--- src/rtl/mbus_arb_pkg.sv ---
// Shared types and helpers for the master-bus request arbiter.
// Optional statistics counters in the top are enabled with MBUS_ARB_STATS_EN.
package mbus_arb_pkg;

  localparam int STAT_W = 16;

  typedef enum logic [2:0] {
    CMD_NOP      = 3'd0,
    CMD_WR       = 3'd1,
    CMD_RD       = 3'd2,
    CMD_WR_BROAD = 3'd3,
    CMD_RD_BROAD = 3'd4
  } mbus_cmd_e;

  typedef enum logic [1:0] {
    IDLE = 2'd0,
    SEND = 2'd1,
    ACK  = 2'd2
  } arb_state_e;

  // A master is requesting only for the four real bus commands; 5..7 are ignored.
  function automatic logic is_req(input logic [31:0] cmd);
    return (cmd >= 32'(CMD_WR)) && (cmd <= 32'(CMD_RD_BROAD));
  endfunction

  // Encodings 5..7 are undefined commands on the master bus.
  function automatic logic is_bad_cmd(input logic [31:0] cmd);
    return (cmd >= 32'd5) && (cmd <= 32'd7);
  endfunction

  // Saturating increment for 16-bit statistics counters.
  function automatic logic [STAT_W-1:0] sat_inc16(input logic [STAT_W-1:0] v);
    return (v == 16'hFFFF) ? v : (v + 16'd1);
  endfunction

endpackage

--- src/rtl/mbus_rr_picker.sv ---
// Combinational round-robin picker: scans rr_ptr+1, rr_ptr+2 ... modulo
// N_MASTERS and returns the first active requester.
module mbus_rr_picker #(
  parameter int N_MASTERS = 4,
  parameter int ID_W      = 2
) (
  input  logic [N_MASTERS-1:0] req,
  input  logic [ID_W-1:0]      rr_ptr,
  output logic                 grant_valid,
  output logic [ID_W-1:0]      grant_id
);

  // Scan from farthest to nearest so the nearest requester after rr_ptr is written last.
  always_comb begin
    int cand;
    logic [ID_W-1:0] idx;
    grant_valid = 1'b0;
    grant_id    = '0;
    cand        = 0;
    idx         = '0;
    for (int k = N_MASTERS; k >= 1; k--) begin
      cand = int'(rr_ptr) + k;
      // Explicit wrap keeps the index in range for non-power-of-2 N_MASTERS.
      cand = (cand >= N_MASTERS) ? (cand - N_MASTERS) : cand;
      idx  = ID_W'(cand);
      grant_id    = req[idx] ? idx : grant_id;
      grant_valid = grant_valid | req[idx];
    end
  end

endmodule

--- src/rtl/mbus_req_arbiter.sv ---
// Master-bus front end: round-robin selection of one master request per
// transaction, presented on a valid/ready channel, 1-cycle ack to the winner.
// Define MBUS_ARB_STATS_EN to add per-master grant counters and a bad-command counter.
module mbus_req_arbiter
  import mbus_arb_pkg::*;
#(
  parameter int N_MASTERS = 4,
  parameter int ADDR_W    = 32,
  parameter int CMD_W     = 3,
  localparam int ID_W     = (N_MASTERS > 1) ? $clog2(N_MASTERS) : 1
) (
  input  logic                          clk,
`ifdef MBUS_ARB_STATS_EN
  output logic [N_MASTERS*STAT_W-1:0]   stat_grant_o,
  output logic [STAT_W-1:0]             stat_bad_cmd_o,
`endif
  input  logic                          rst,
  input  logic [N_MASTERS*CMD_W-1:0]    mbus_cmd_i,
  input  logic [N_MASTERS*ADDR_W-1:0]   mbus_addr_i,
  output logic [N_MASTERS-1:0]          mbus_ack_o,
  output logic                          out_valid_o,
  input  logic                          out_ready_i,
  output logic [CMD_W-1:0]              out_cmd_o,
  output logic [ADDR_W-1:0]             out_addr_o,
  output logic [ID_W-1:0]               out_id_o
);

  arb_state_e           state;
  arb_state_e           next_state;
  logic [ID_W-1:0]      rr_ptr;
  logic [ID_W-1:0]      next_rr;
  logic                 next_valid;
  logic [CMD_W-1:0]     next_cmd;
  logic [ADDR_W-1:0]    next_addr;
  logic [ID_W-1:0]      next_id;
  logic [N_MASTERS-1:0] next_ack;

  logic [N_MASTERS-1:0] req;
  logic [CMD_W-1:0]     cmd_arr  [N_MASTERS];
  logic [ADDR_W-1:0]    addr_arr [N_MASTERS];
  logic                 grant_valid;
  logic [ID_W-1:0]      grant_id;

  for (genvar g = 0; g < N_MASTERS; g++) begin : g_unpack
    assign cmd_arr[g]  = mbus_cmd_i[g*CMD_W +: CMD_W];
    assign addr_arr[g] = mbus_addr_i[g*ADDR_W +: ADDR_W];
    assign req[g]      = is_req(32'(cmd_arr[g]));
  end

  mbus_rr_picker #(
    .N_MASTERS (N_MASTERS),
    .ID_W      (ID_W)
  ) u_picker (
    .req         (req),
    .rr_ptr      (rr_ptr),
    .grant_valid (grant_valid),
    .grant_id    (grant_id)
  );

  // Next-state and next-output logic; capture registers hold their value unless a grant is taken.
  always_comb begin
    next_state = state;
    next_rr    = rr_ptr;
    next_valid = out_valid_o;
    next_cmd   = out_cmd_o;
    next_addr  = out_addr_o;
    next_id    = out_id_o;
    next_ack   = '0;
    case (state)
      IDLE: begin
        if (grant_valid) begin
          next_state = SEND;
          next_valid = 1'b1;
          next_cmd   = cmd_arr[grant_id];
          next_addr  = addr_arr[grant_id];
          next_id    = grant_id;
        end else begin
          next_state = IDLE;
          next_valid = 1'b0;
        end
      end
      SEND: begin
        if (out_ready_i) begin
          next_state         = ACK;
          next_valid         = 1'b0;
          next_rr            = out_id_o;
          next_ack[out_id_o] = 1'b1;
        end else begin
          next_state = SEND;
          next_valid = 1'b1;
        end
      end
      ACK: begin
        next_state = IDLE;
        next_valid = 1'b0;
      end
      default: begin
        next_state = IDLE;
        next_valid = 1'b0;
      end
    endcase
  end

  // State, round-robin pointer and registered outputs; reset starts with master 0 as first winner.
  always_ff @(posedge clk) begin
    if (!rst) begin
      state       <= IDLE;
      rr_ptr      <= ID_W'(N_MASTERS - 1);
      out_valid_o <= 1'b0;
      out_cmd_o   <= '0;
      out_addr_o  <= '0;
      out_id_o    <= '0;
      mbus_ack_o  <= '0;
    end else begin
      state       <= next_state;
      rr_ptr      <= next_rr;
      out_valid_o <= next_valid;
      out_cmd_o   <= next_cmd;
      out_addr_o  <= next_addr;
      out_id_o    <= next_id;
      mbus_ack_o  <= next_ack;
    end
  end

`ifdef MBUS_ARB_STATS_EN
  logic                 hs;
  logic [N_MASTERS-1:0] bad;

  assign hs = (state == SEND) && out_ready_i;

  for (genvar g = 0; g < N_MASTERS; g++) begin : g_bad
    assign bad[g] = is_bad_cmd(32'(cmd_arr[g]));
  end

  // Saturating per-master grant counters and the idle bad-command cycle counter.
  always_ff @(posedge clk) begin
    if (!rst) begin
      stat_grant_o   <= '0;
      stat_bad_cmd_o <= '0;
    end else begin
      for (int m = 0; m < N_MASTERS; m++) begin
        if (hs && (out_id_o == ID_W'(m))) begin
          stat_grant_o[m*STAT_W +: STAT_W] <= sat_inc16(stat_grant_o[m*STAT_W +: STAT_W]);
        end
      end
      if ((state == IDLE) && (|bad)) begin
        stat_bad_cmd_o <= sat_inc16(stat_bad_cmd_o);
      end
    end
  end
`endif

endmodule

--- config.mk ---
export PLATFORM = sky130hd
export DESIGN_NAME = mbus_req_arbiter
export DESIGN_NICKNAME = d
export VERILOG_FILES = /design/src/rtl/mbus_arb_pkg.sv /design/src/rtl/mbus_rr_picker.sv /design/src/rtl/mbus_req_arbiter.sv
export SDC_FILE = /design/constraint.sdc
export NUM_CORES = 1
export LEC_CHECK = 0
export ABC_AREA = 1
export CORE_ASPECT_RATIO = 0.75
export CORE_UTILIZATION = 42
export DETAILED_ROUTE_END_ITERATION = 7
export PLACE_DENSITY = 0.93
export SLEW_MARGIN = 20
export SYNTH_ARGS = -nofsm -noshare
export SYNTH_HDL_FRONTEND = slang
export SYNTH_SLANG_ARGS = --single-unit
--- constraint.sdc ---
create_clock -name clk -period 2.6 [get_ports clk]
set_input_delay 0.39 -clock clk [delete_from_list [all_inputs] [get_ports clk]]
set_output_delay 0.39 -clock clk [all_outputs]
set_load 0.05 [all_outputs]
# Word-level counts from Yosys, hierarchy flattened

Cells that the tools add are included.

Add/sub/neg operators: 8
$lt $le $gt $ge: 19
Equal/unequal tests: 1
Mux-type cells: 30
Bitwise operators: 4
Reductions and logical operators: 9

Operator list:

| cell                                                                                | count |
|---|---|
| 32-bit binary-select mux with 2-bit select                                          | 1 |
| 32-bit two-way mux                                                                  | 2 |
| 2-bit two-way mux                                                                   | 9 |
| 2-bit by 3-bit < comparator with 1-bit output, second input constant                | 5 |
| 3-bit by 1-bit greater-or-equal comparator with 1-bit output, second input constant | 4 |
| 3-bit greater-or-equal comparator, second input constant                            | 4 |
| 3-bit <= comparator, second input constant                                          | 4 |
| 1-bit binary-select mux with 2-bit select                                           | 4 |
| 1-bit two-way mux                                                                   | 8 |
| 2-bit by 1-bit subtractor with 2-bit output, second input constant                  | 4 |
| 2-bit by 2-bit adder with 3-bit output, second input constant                       | 2 |
| 3-bit binary-select mux with 2-bit select                                           | 1 |
| 3-bit two-way mux                                                                   | 2 |
| 1-bit logical AND                                                                   | 5 |
| 2-bit by 3-bit adder with 4-bit output, second input constant                       | 1 |
| 4-bit by 3-bit greater-or-equal comparator with 1-bit output, second input constant | 1 |
| 2-bit one-hot mux with 2 select lines                                               | 1 |
| 2-bit AND reduction                                                                 | 2 |
| 2-bit by 1-bit adder with 3-bit output, second input constant                       | 1 |
| 2-bit inverter with 3-bit output                                                    | 1 |
| 1-bit OR                                                                            | 3 |
| 3-bit AND reduction                                                                 | 1 |
| 1-bit demux with 2-bit select                                                       | 1 |
| 2-bit by 1-bit equality test with 1-bit output, second input constant               | 1 |
| other kinds (3)                                                                     | 3 |

Flip-flop bits (word level): 46
Input bits: 143
Logic and storage cells: 78

# Logic depth before layout (Yosys ltp)

Gate-level depths: netlist of run 1.

Depth after elaboration: 13
Gate-level depth with buffers: 16

# Hierarchy

A second synthesis of run 1 with hierarchy kept.

Cell total of the unflattened synthesis: 566
Area total of the unflattened synthesis: 3215.6 um^2

By module, submodules not included:

| module           | times used | cells each | area an instance (um^2) | sequential area each (um^2) |
|---|---|---|---|---|
| mbus_req_arbiter | 1          | 515        | 2969.1                  | 900.9 |
| mbus_rr_picker   | 1          | 51         | 246.5                   | 0.0 |

# Worst setup path before layout of run 1

No wires, ideal clock.

Kind: in2reg
Start point: input port mbus_cmd_i[10]
End point: register out_addr_o[15]
Arrival: 1.742 ns
Slack: 0.748 ns
Stages: 13
Cell sequence: o21ai_0 > nand3_1 > nand2_1 > nor2_1 > inv_1 > nor2_1 > nor3_2 > inv_1 > nor2_2 > buf_2 > nand3_1 > nand2_1 > nor2_1

Word-level cells in the longest chain between the ends: 12
Elaborated cells between the ends (all ways): 23

RTL lines:

| element                                                                                             | RTL line                                   | text |
|---|---|---|
| from (decl)                                                                                         | mbus_req_arbiter.sv:18                     | `input logic [N_MASTERS*CMD_W-1:0] mbus_cmd_i,` |
| 3-bit by 1-bit greater-or-equal comparator with 1-bit output or 3-bit <= comparator (tied branches) | mbus_arb_pkg.sv:23                         | `return (cmd >= 32'(CMD_WR)) && (cmd <= 32'(CMD_RD_BROAD));` |
| 1-bit logical AND *                                                                                 | mbus_arb_pkg.sv:23                         |  |
| 1-bit binary-select mux with 2-bit select                                                           | mbus_rr_picker.sv:26, mbus_rr_picker.sv:27 |  |
| 1-bit two-way mux (implied by the code)                                                             | mbus_rr_picker.sv:26, mbus_rr_picker.sv:27 |  |
| 2-bit two-way mux (4 in series)                                                                     | mbus_rr_picker.sv:26                       | `grant_id = req[idx] ? idx : grant_id;` |
| 2-bit inverter with 3-bit output (implied by the code)                                              | mbus_req_arbiter.sv:75                     | `next_addr = addr_arr[grant_id];` |
| 32-bit binary-select mux with 2-bit select                                                          | mbus_req_arbiter.sv:75                     |  |
| 32-bit two-way mux (implied by the code) (2 in series)                                              | mbus_req_arbiter.sv:75                     |  |
| to (signal assigned)                                                                                | mbus_req_arbiter.sv:119                    | `out_addr_o <= next_addr;` |
| to (decl)                                                                                           | mbus_req_arbiter.sv:24                     | `output logic [ADDR_W-1:0] out_addr_o,` |

Mark *: on every way between the ends. The rest lies on a longest branch, timed or not. The select of a mux whose other input is x is not followed.
A chain may end at the register's enable or synchronous reset.

# Worst setup path after layout of run 1

Start point: input port mbus_cmd_i[4]
End point: register out_addr_o[1]

The elaborated chain is that of the path after synthesis.

==> results of run 1 <==
-- report_power, final --
part	total (W)	internal [W]	switching (W)	leakage, nW
registers	0.000918	0.000834	0.0000842	0.373
clock network	0.000472	0.000240	0.000231	0.0542
logic	0.00233	0.000935	0.00139	2.35
-- worst max-delay path: cells and delay by family --
family                 cells  cell delay (ns)
AO/OA/AOI/OAI              1             0.30
buffers and inverters      3             0.76
AND/OR/NAND/NOR           10             1.17
-- state kept, by name, summed over array words and instances, names as in the netlist --
signal and count:
rr_ptr 2, out_cmd_o 3, out_addr_o 32, state 2, mbus_ack_o 4, out_id_o 2
-- cells by family (layout without fill, tap and decap cells) --
logic type / count (synthesis) / after routing / share of synthesized area
and+or+nand+nor: 405 / 405 / 0.552
buffers and inverters: 133 / 306 / 0.160
DFF: 45 / 45 / 0.270
AOI/OAI and AO/OA: 9 / 9 / 0.0158
xor gates and xnor gates: 1 / 1 / 0.00263
-- synthesized netlist by cell type --
| cell type | n |
|---|---|
| a21oi_1 | 1 |
| and3b_1 | 14 |
| buf_1 | 2 |
| buf_2 | 19 |
| buf_4 | 2 |
| clkbuf_1 | 10 |
| clkbuf_2 | 1 |
| dfxtp_1 | 45 |
| inv_1 | 96 |
| inv_2 | 3 |
| nand2_1 | 159 |
| nand2_4 | 1 |
| nand3_1 | 109 |
| nand3_2 | 2 |
| nand3b_1 | 19 |
| nand4_1 | 1 |
| nor2_1 | 93 |
| nor2_2 | 1 |
| nor3_1 | 4 |
| nor3_2 | 1 |
| nor3b_1 | 1 |
| o211ai_1 | 3 |
| o21ai_0 | 5 |
| xor2_1 | 1 |
-- layout make-up --
| cell class | count | share of cell area |
|---|---|---|
| Timing Repair Buffer | 199 | 0.378 |
| Multi-Input combinational cell | 415 | 0.348 |
| Sequential cell | 45 | 0.165 |
| Inverter | 99 | 0.0679 |
| Tap cell | 101 | 0.0231 |
| Clock buffer | 7 | 0.0176 |
| Clock inverter | 1 | 0.000914 |
-- worst max-delay path by stage --
stage / start / to / slack (ns) / cells after the start
floorplan: mbus_cmd_i[10] / out_addr_o[15]$_SDFFE_PN0P_ / 0.75 / 13
global route: mbus_cmd_i[4] / out_addr_o[5]$_SDFFE_PN0P_ / 0.01 / 15
detailed placement: mbus_cmd_i[4] / out_addr_o[24]$_SDFFE_PN0P_ / -0.04 / 16
global placement: mbus_cmd_i[4] / out_addr_o[0]$_SDFFE_PN0P_ / 0.13 / 16
CTS: mbus_cmd_i[4] / out_addr_o[1]$_SDFFE_PN0P_ / 0.26 / 14
finish: mbus_cmd_i[4] / out_addr_o[1]$_SDFFE_PN0P_ / 0.21 / 14
-- metal layers --
layer	global-route usage	vias to the layer above	share of wire
li1	-	2161	-
met1	0.308	1983	0.42
met2	0.496	182	0.50
met3	0.0591	19	0.072
met4	0.0662	0	0.013
met5	0	-	0
-- through the flow --
stage / TNS [ns] / cell area [um2] / utilization
floorplan: 0 / 3330 / -
global placement: 0 / 5370 / 0.716
detailed placement: -0.627 / 5370 / 0.716
CTS: 0 / 5470 / 0.730
global route: 0 / 5470 / 0.730
finish: 0 / 5470 / 0.730
==> results.yml, run 1 <==
status:
  status: "complete, no violations"
cts:
  clock_latency_ns: 0.29
  numCtsBuffers: 5
  postCtsResizedCells: 0
  cts_buffer_depth: 2
  htree_levels: 2
  clkSlewWorstSetupHoldPaths_ns: 0.08
  tritoncts: "built"
  clockRootBuffer: "clkbuf_8"
  postCtsSetupRepairBufs: 0
  clock_sinks: 45
  holdBufCountCts: 0
synthesis:
  ys_top_cells_by_area: "dfxtp_1, nand2_1, nand3_1, inv_1, nor2_1"
  yosysWarnings: 0
  ys_ff_latch: 45
  syn_nets: 736
  synth_area_um2: 3330
  synth_top_cell_by_area: "dfxtp_1"
  synth.distinct_cells: 24
  syn_area_per_cell_um2: 5.62
  netlist_instances: 593
  seq_area_frac_synth: 0.270
  synth_top_area_frac: 0.270
drt:
  drt_iter0_markers: 299
  vias: 4345
  via_per_inst: 5.01
  wl_per_cell_um: 13.0
  drt_first_pass_iters: 5
  ant_nets: 0
  remaining_drc_errors: 0
  wl_mm: 11.2
power_and_ir_drop:
  p_leak_nw: 2.78
  powerDensity_nw_per_um2: 680
  peakVddDrop_mv: 0.404
  power_w: 0.00372
die:
  pin_count: 185
  die_area_um2: 8300
  core_um2: 7500
  die_h_um: 79.1
  die_w_um: 105
  initial_utilization: 0.444
  num_rows: 27
critical_path:
  cp_slowest_cell: "clkdlybuf4s50_1"
  path_max_fanout: 14
  cp_common_cell: "nand2_1"
  critPathArrivalTime_ns: 2.62
  reg2reg_depth: 12
  cpPeakStageDelay_ns: 0.47
  crit_type: "in -> reg"
  r2r_setup_slack_ns: 0.51
  r2r_start: "rr_ptr[0]$_SDFFE_PN1P_"
  crit_chain: "clkdlybuf4s50_1 > o21ai_0 > nand3_1 > nand2_1 > nand2_1 > nand2_1 > inv_2 > nand2_1 > nand3_2 > nand2_4 > buf_4 > nand2_1 > and3b_1 > nor2_1"
  required_ns: 2.83
  timing.rr.end: "out_addr_o[1]$_SDFFE_PN0P_"
  critPathLaunchType: "input pin"
  endpoint_kind: "register"
sta:
  setup_ws_ns: 0.212
  hold_ws_ns: 0.493
  tightest_slew_ns: 0.543
  maxSlewHeadroom: 0.637
  period_needed_ns: 2.39
  finalClockSkew_ns: 0.00920
  hold_viol: 0
  drv_slew: 0
  setup_viol: 0
  fmax_mhz: 419
  fin_crit_sh: 0.919
  rsz0062_at_grt: "no"
global_routing:
  grt-ovfl-total: 0
  grt_max_degree: 41
  grt_pass1_wl_mm: 18.1
  gr-usage-all-layers: 0.265
  grt_pass1_vias: 4144
  antenna_found_initial: 0
placement:
  place.gp.congestion: 0.939
  hpwl_mm: 8.66
  portBuffers: 184
  placedCellCount: 859
  dp_slack_ns: -0.0418
run:
  cap_violations: 0
min_path:
  holdCritPathClass: "reg -> reg"
  hold_depth: 1
  min_from: "out_id_o[1]$_SDFFE_PN0P_"
  holdPathEnd: "mbus_ack_o[1]$_SDFF_PN0_"
final_layout:
  seq_area_um2: 901
  final-instance-count-excl-fill: 867
  antenna_cells: 0
  fin_nets: 908
  final_cell_mix: "clkdlybuf4s50_1, nand2_1, nand3_1"
  multiInputGateArea_um2: 1910
  final_common_cell: "clkdlybuf4s50_1"
  n_fill_cell: 595
  layout-drive-gt1-share: 0.0405
  areaGrowthSynthToFinish_pct: 64.3
No activity file was read; power rests on OpenSTA's default activity.
==> run 2, diff against run 1 <==
--- a/config.mk
+++ b/config.mk
@@ -7,9 +7,9 @@
 export LEC_CHECK = 0
 export ABC_AREA = 1
 export CORE_ASPECT_RATIO = 0.75
-export CORE_UTILIZATION = 42
+export CORE_UTILIZATION = 30
 export DETAILED_ROUTE_END_ITERATION = 7
-export PLACE_DENSITY = 0.93
+export PLACE_DENSITY = 0.72
 export SLEW_MARGIN = 20
 export SYNTH_ARGS = -nofsm -noshare
 export SYNTH_HDL_FRONTEND = slang
==> run 2 against run 1 <==
Sequential power hardly changed. Sequential share of layout area is 0.18 points lower. Combinational power is essentially flat. Critical path depth rose by 2. Non-clock buffer count unchanged. Via count shrank 3.9%. Critical endpoint is now out_addr_o[5]$_SDFFE_PN0P_. Largest cell class unchanged.
==> results.yml, run 2 (same netlist as run 1, synthesis figures left out) <==
die:
  die_w_um: 124
  pin_count: 185
  die_h_um: 93.3
  num_rows: 32
  die_area_um2: 11500
  core_um2: 10500
  initial_utilization: 0.316
cts:
  cts_buffer_depth: 2
  htree_levels: 2
  clockRootBuffer: "clkbuf_16"
  clkSlewWorstSetupHoldPaths_ns: 0.06
  postCtsSetupRepairBufs: 0
  clock_sinks: 45
  numCtsBuffers: 5
  clock_latency_ns: 0.29
  tritoncts: "built"
  postCtsResizedCells: 0
  holdBufCountCts: 0
final_layout:
  layout-drive-gt1-share: 0.0379
  final_common_cell: "clkdlybuf4s50_1"
  top_regs: "out_addr_o x32, mbus_ack_o x4, out_cmd_o x3"
  fin_nets: 908
  areaGrowthSynthToFinish_pct: 66.1
  largest_reg_flops: 32
  n_fill_cell: 1004
  antenna_cells: 0
  final_cell_mix: "clkdlybuf4s50_1, nand2_1, nand3_1"
  largest_register: "out_addr_o"
  post-route-util: 0.525
  seq_area_um2: 901
  multiInputGateArea_um2: 1910
drt:
  via_per_inst: 4.63
  remaining_drc_errors: 0
  wl_mm: 11.4
  wl_per_cell_um: 12.7
  drt_first_pass_iters: 4
  vias: 4175
  ant_nets: 0
  drt_iter0_markers: 176
critical_path:
  critPathArrivalTime_ns: 2.41
  r2r_setup_slack_ns: 0.60
  critPathLaunchType: "input pin"
  required_ns: 2.78
  cp_slowest_cell: "clkdlybuf4s50_1"
  crit_chain: "clkdlybuf4s50_1 > o21ai_0 > nand3_1 > nand2_1 > nand2_1 > nand2_1 > inv_2 > nand2_1 > nand3_2 > nand2_4 > inv_2 > buf_12 > nand2_1 > nand3_1 > nand2_1 > nor2_1"
  cp_common_cell: "nand2_1"
  path_max_fanout: 30
  endpoint_kind: "register"
  cpPeakStageDelay_ns: 0.46
  crit_type: "in -> reg"
run:
  cap_violations: 0
placement:
  portBuffers: 184
  place.gp.congestion: 0.931
  hpwl_mm: 8.50
sta:
  fin_crit_sh: 0.858
  drv_slew: 0
  tightest_slew_ns: 0.544
  fmax_mhz: 448
  rsz0062_at_grt: "no"
  maxSlewHeadroom: 0.636
  setup_viol: 0
  finalClockSkew_ns: 0.00474
  hold_viol: 0
  period_needed_ns: 2.23
  fin_setup_tns_ns: 0
global_routing:
  antenna_found_initial: 0
  grt-ovfl-total: 0
  grt_max_degree: 41
  grt_pass1_wl_mm: 18.0
  grt_pass1_vias: 4024
  gr-usage-all-layers: 0.196
power_and_ir_drop:
  peakVddDrop_mv: 0.312
  powerDensity_nw_per_um2: 697
  p_leak_nw: 2.78
  power_w: 0.00385
status:
  status: "complete, no violations"
min_path:
  holdCritPathClass: "reg -> reg"
-- run 2: critical path, delay by kind of cell --
family,cells,cell delay (ns)
compound gates,1,0.24
simple gates,11,1.05
buf+inv,4,0.72
-- run 2: per-layer routing --
layer / GRT usage / vias up / routed length [um]
li1: - / 2164 / -
met1: 0.243 / 1838 / 5120
met2: 0.330 / 150 / 5160
met3: 0.0488 / 23 / 929
met4: 0.0612 / 0 / 200
met5: 0 / - / 0
-- run 2: final cells by class --
cell class / instances / area share
tap: 136 / 0.0308
timing repair buffer: 199 / 0.369
clock buffer: 7 / 0.0258
sequential: 45 / 0.163
inverter: 99 / 0.0672
multi-input combinational: 415 / 0.344
-- run 2: path summary, 6_finish.rpt --
check                           start                     endpoint  cells past startpoint
max                     mbus_cmd_i[4]   out_addr_o[5]$_SDFFE_PN0P_                     16
min          out_id_o[1]$_SDFFE_PN0P_     mbus_ack_o[0]$_SDFF_PN0_                      1
min reg2reg  out_id_o[1]$_SDFFE_PN0P_     mbus_ack_o[0]$_SDFF_PN0_                      1
max reg2reg    rr_ptr[0]$_SDFFE_PN1P_  out_addr_o[27]$_SDFFE_PN0P_                     14
-- run 2: report_power, final --
part | switching (W) | leakage, nW | internal [W] | total [W]
Sequential | 0.0000823 | 0.373 | 0.000835 | 0.000917
Combinational | 0.00138 | 2.34 | 0.000923 | 0.00230
Clock | 0.000256 | 0.0700 | 0.000378 | 0.000634
Total | 0.00172 | 2.78 | 0.00214 | 0.00385
-- run 2: per-stage QoR --
stage | cells | hold WS [ns] | setup WS [ns] | instance area [um2]
4_1_cts | 901 | 0.502 | 0.406 | 5530
3_5_place_dp | 894 | 0.489 | 0.100 | 5390
2_1_floorplan | 593 | 0.488 | 0.748 | 3330
5_1_grt | 901 | 0.541 | 0.121 | 5530
3_3_place_gp | 894 | 0.476 | 0.181 | 5390
6_report | 901 | 0.496 | 0.370 | 5530
==> run 3, diff against run 2 <==
--- a/config.mk
+++ b/config.mk
@@ -6,10 +6,13 @@
 export NUM_CORES = 1
 export LEC_CHECK = 0
 export ABC_AREA = 1
+export CELL_PAD_IN_SITES_DETAIL_PLACEMENT = 0
+export CELL_PAD_IN_SITES_GLOBAL_PLACEMENT = 1
 export CORE_ASPECT_RATIO = 0.75
-export CORE_UTILIZATION = 30
+export CORE_MARGIN = 2
+export CORE_UTILIZATION = 27
 export DETAILED_ROUTE_END_ITERATION = 7
-export PLACE_DENSITY = 0.72
+export PLACE_DENSITY = 0.95
 export SLEW_MARGIN = 20
 export SYNTH_ARGS = -nofsm -noshare
 export SYNTH_HDL_FRONTEND = slang
==> run 3 against run 2 <==
Setup slack worse by 0.024 ns. Die area is 15% higher. Global-route usage shrank 1.9 points. Design area is 2.2% higher. Critical path type unchanged. Largest power group unchanged. First-iteration DRC count grew 20%. Via count fell by 1.2%. Flip-flop and latch count is the same. Sequential power hardly changed.
==> results.yml, run 3 (same netlist as run 1, synthesis figures left out) <==
status:
  status: "complete, no violations"
final_layout:
  layout-drive-gt1-share: 0.0479
  areaGrowthSynthToFinish_pct: 69.7
  largest_register: "out_addr_o"
  post-route-util: 0.464
  antenna_cells: 0
  final-instance-count-excl-fill: 939
  fin_nets: 915
  final_common_cell: "clkdlybuf4s50_1"
  final_cell_mix: "clkdlybuf4s50_1, nand2_1, nand3_1"
  largest_reg_flops: 32
  top_regs: "out_addr_o x32, mbus_ack_o x4, out_cmd_o x3"
sta:
  period_needed_ns: 2.25
  rsz0062_at_grt: "no"
  fin_crit_sh: 0.867
  fin_setup_tns_ns: 0
  drv_slew: 0
  hold_viol: 0
  setup_viol: 0
  finalClockSkew_ns: 0.00425
  maxSlewHeadroom: 0.637
  fmax_mhz: 444
  tightest_slew_ns: 0.543
drt:
  wl_mm: 11.7
  drt_iter0_markers: 212
  drt_first_pass_iters: 4
  wl_per_cell_um: 12.5
  via_per_inst: 4.39
  ant_nets: 0
  vias: 4124
  remaining_drc_errors: 0
cts:
  htree_levels: 2
  holdBufCountCts: 0
  clkSlewWorstSetupHoldPaths_ns: 0.06
  postCtsResizedCells: 0
  clock_latency_ns: 0.29
  cts_buffer_depth: 2
  tritoncts: "built"
  numCtsBuffers: 5
  clockRootBuffer: "clkbuf_16"
  postCtsSetupRepairBufs: 0
  clock_sinks: 45
placement:
  portBuffers: 184
  hpwl_mm: 8.87
  placedCellCount: 931
  place.gp.congestion: 0.842
die:
  pin_count: 185
  die_w_um: 132
  core_um2: 12200
  initial_utilization: 0.274
  num_rows: 35
  die_h_um: 100
  die_area_um2: 13300
global_routing:
  grt-ovfl-total: 0
  grt_pass1_vias: 3949
  antenna_found_initial: 0
  gr-usage-all-layers: 0.177
  grt_pass1_wl_mm: 19.2
  grt_max_degree: 41
critical_path:
  timing.rr.end: "out_addr_o[5]$_SDFFE_PN0P_"
  crit_type: "in -> reg"
  critPathArrivalTime_ns: 2.47
  r2r_start: "rr_ptr[0]$_SDFFE_PN1P_"
  endpoint_kind: "register"
  reg2reg_depth: 13
  r2r_setup_slack_ns: 0.62
  critPathLaunchType: "input pin"
  required_ns: 2.82
  path_max_fanout: 23
min_path:
  min_from: "out_id_o[1]$_SDFFE_PN0P_"
  holdCritPathClass: "reg -> reg"
  hold_depth: 1
  holdPathEnd: "mbus_ack_o[0]$_SDFF_PN0_"
run:
  cap_violations: 0
power_and_ir_drop:
  p_leak_nw: 2.83
  powerDensity_nw_per_um2: 708
  peakVddDrop_mv: 0.337
## run 3: critical path, cell delays in order
cell and delay [ns]:
clkdlybuf4s50_1 0.46, o21ai_0 0.22, nand3_1 0.09, nand2_1 0.15
nand2_1 0.09, nand2_1 0.08, inv_1 0.04, nand2_1 0.06
nand3_2 0.12, nand2_4 0.14, buf_4 0.27, nand2_1 0.07
and3b_1 0.18, nor2_1 0.09
## run 3: power breakdown
part | leakage, nW | internal, W | switching, W
logic | 2.38 | 0.000945 | 0.00140
clock network | 0.0841 | 0.000480 | 0.000261
registers | 0.373 | 0.000835 | 0.0000831
total | 2.83 | 0.00226 | 0.00174
## run 3: cell type report
class                   count  area (um2)
repair buffers            206        2090
clock buffers               7         143
clock inverters             1        30.0
inverters                  99         372
multi-input cells         415        1910
flip-flops and latches     45         901
fillers                  1314        6520
well taps                 166         208
## run 3: how the worst max path moves through the flow
stage,startpoint,to,slack [ns]
detailed placement,mbus_cmd_i[4],out_addr_o[5]$_SDFFE_PN0P_,0.06
global placement,mbus_cmd_i[10],out_addr_o[18]$_SDFFE_PN0P_,0.10
CTS,mbus_cmd_i[4],out_addr_o[5]$_SDFFE_PN0P_,0.36
global route,mbus_cmd_i[7],out_addr_o[5]$_SDFFE_PN0P_,0.09
floorplan,mbus_cmd_i[10],out_addr_o[15]$_SDFFE_PN0P_,0.75
finish,mbus_cmd_i[9],out_addr_o[5]$_SDFFE_PN0P_,0.35
## run 3: routing by layer
layer  vias up  track usage  share of wire
li1       2177            -              -
met2       119        0.292           0.43
met4         0       0.0380          0.012
met5         -            0              0
met3        11       0.0399          0.063
met1      1817        0.239           0.50
## run 3: metrics by stage
| step | setup WS (ns) | area (um2) | hold slack, ns | total power [W] |
|---|---|---|---|---|
| finish | 0.346 | 5650 | 0.498 | 0.00400 |
| global route | 0.0914 | 5650 | 0.533 | 0.00430 |
| CTS | 0.358 | 5650 | 0.516 | 0.00405 |
| detailed placement | 0.0602 | 5480 | 0.488 | 0.00328 |
| global placement | 0.101 | 5480 | 0.486 | 0.00327 |
| floorplan | 0.748 | 3330 | 0.488 | 0.00239 |
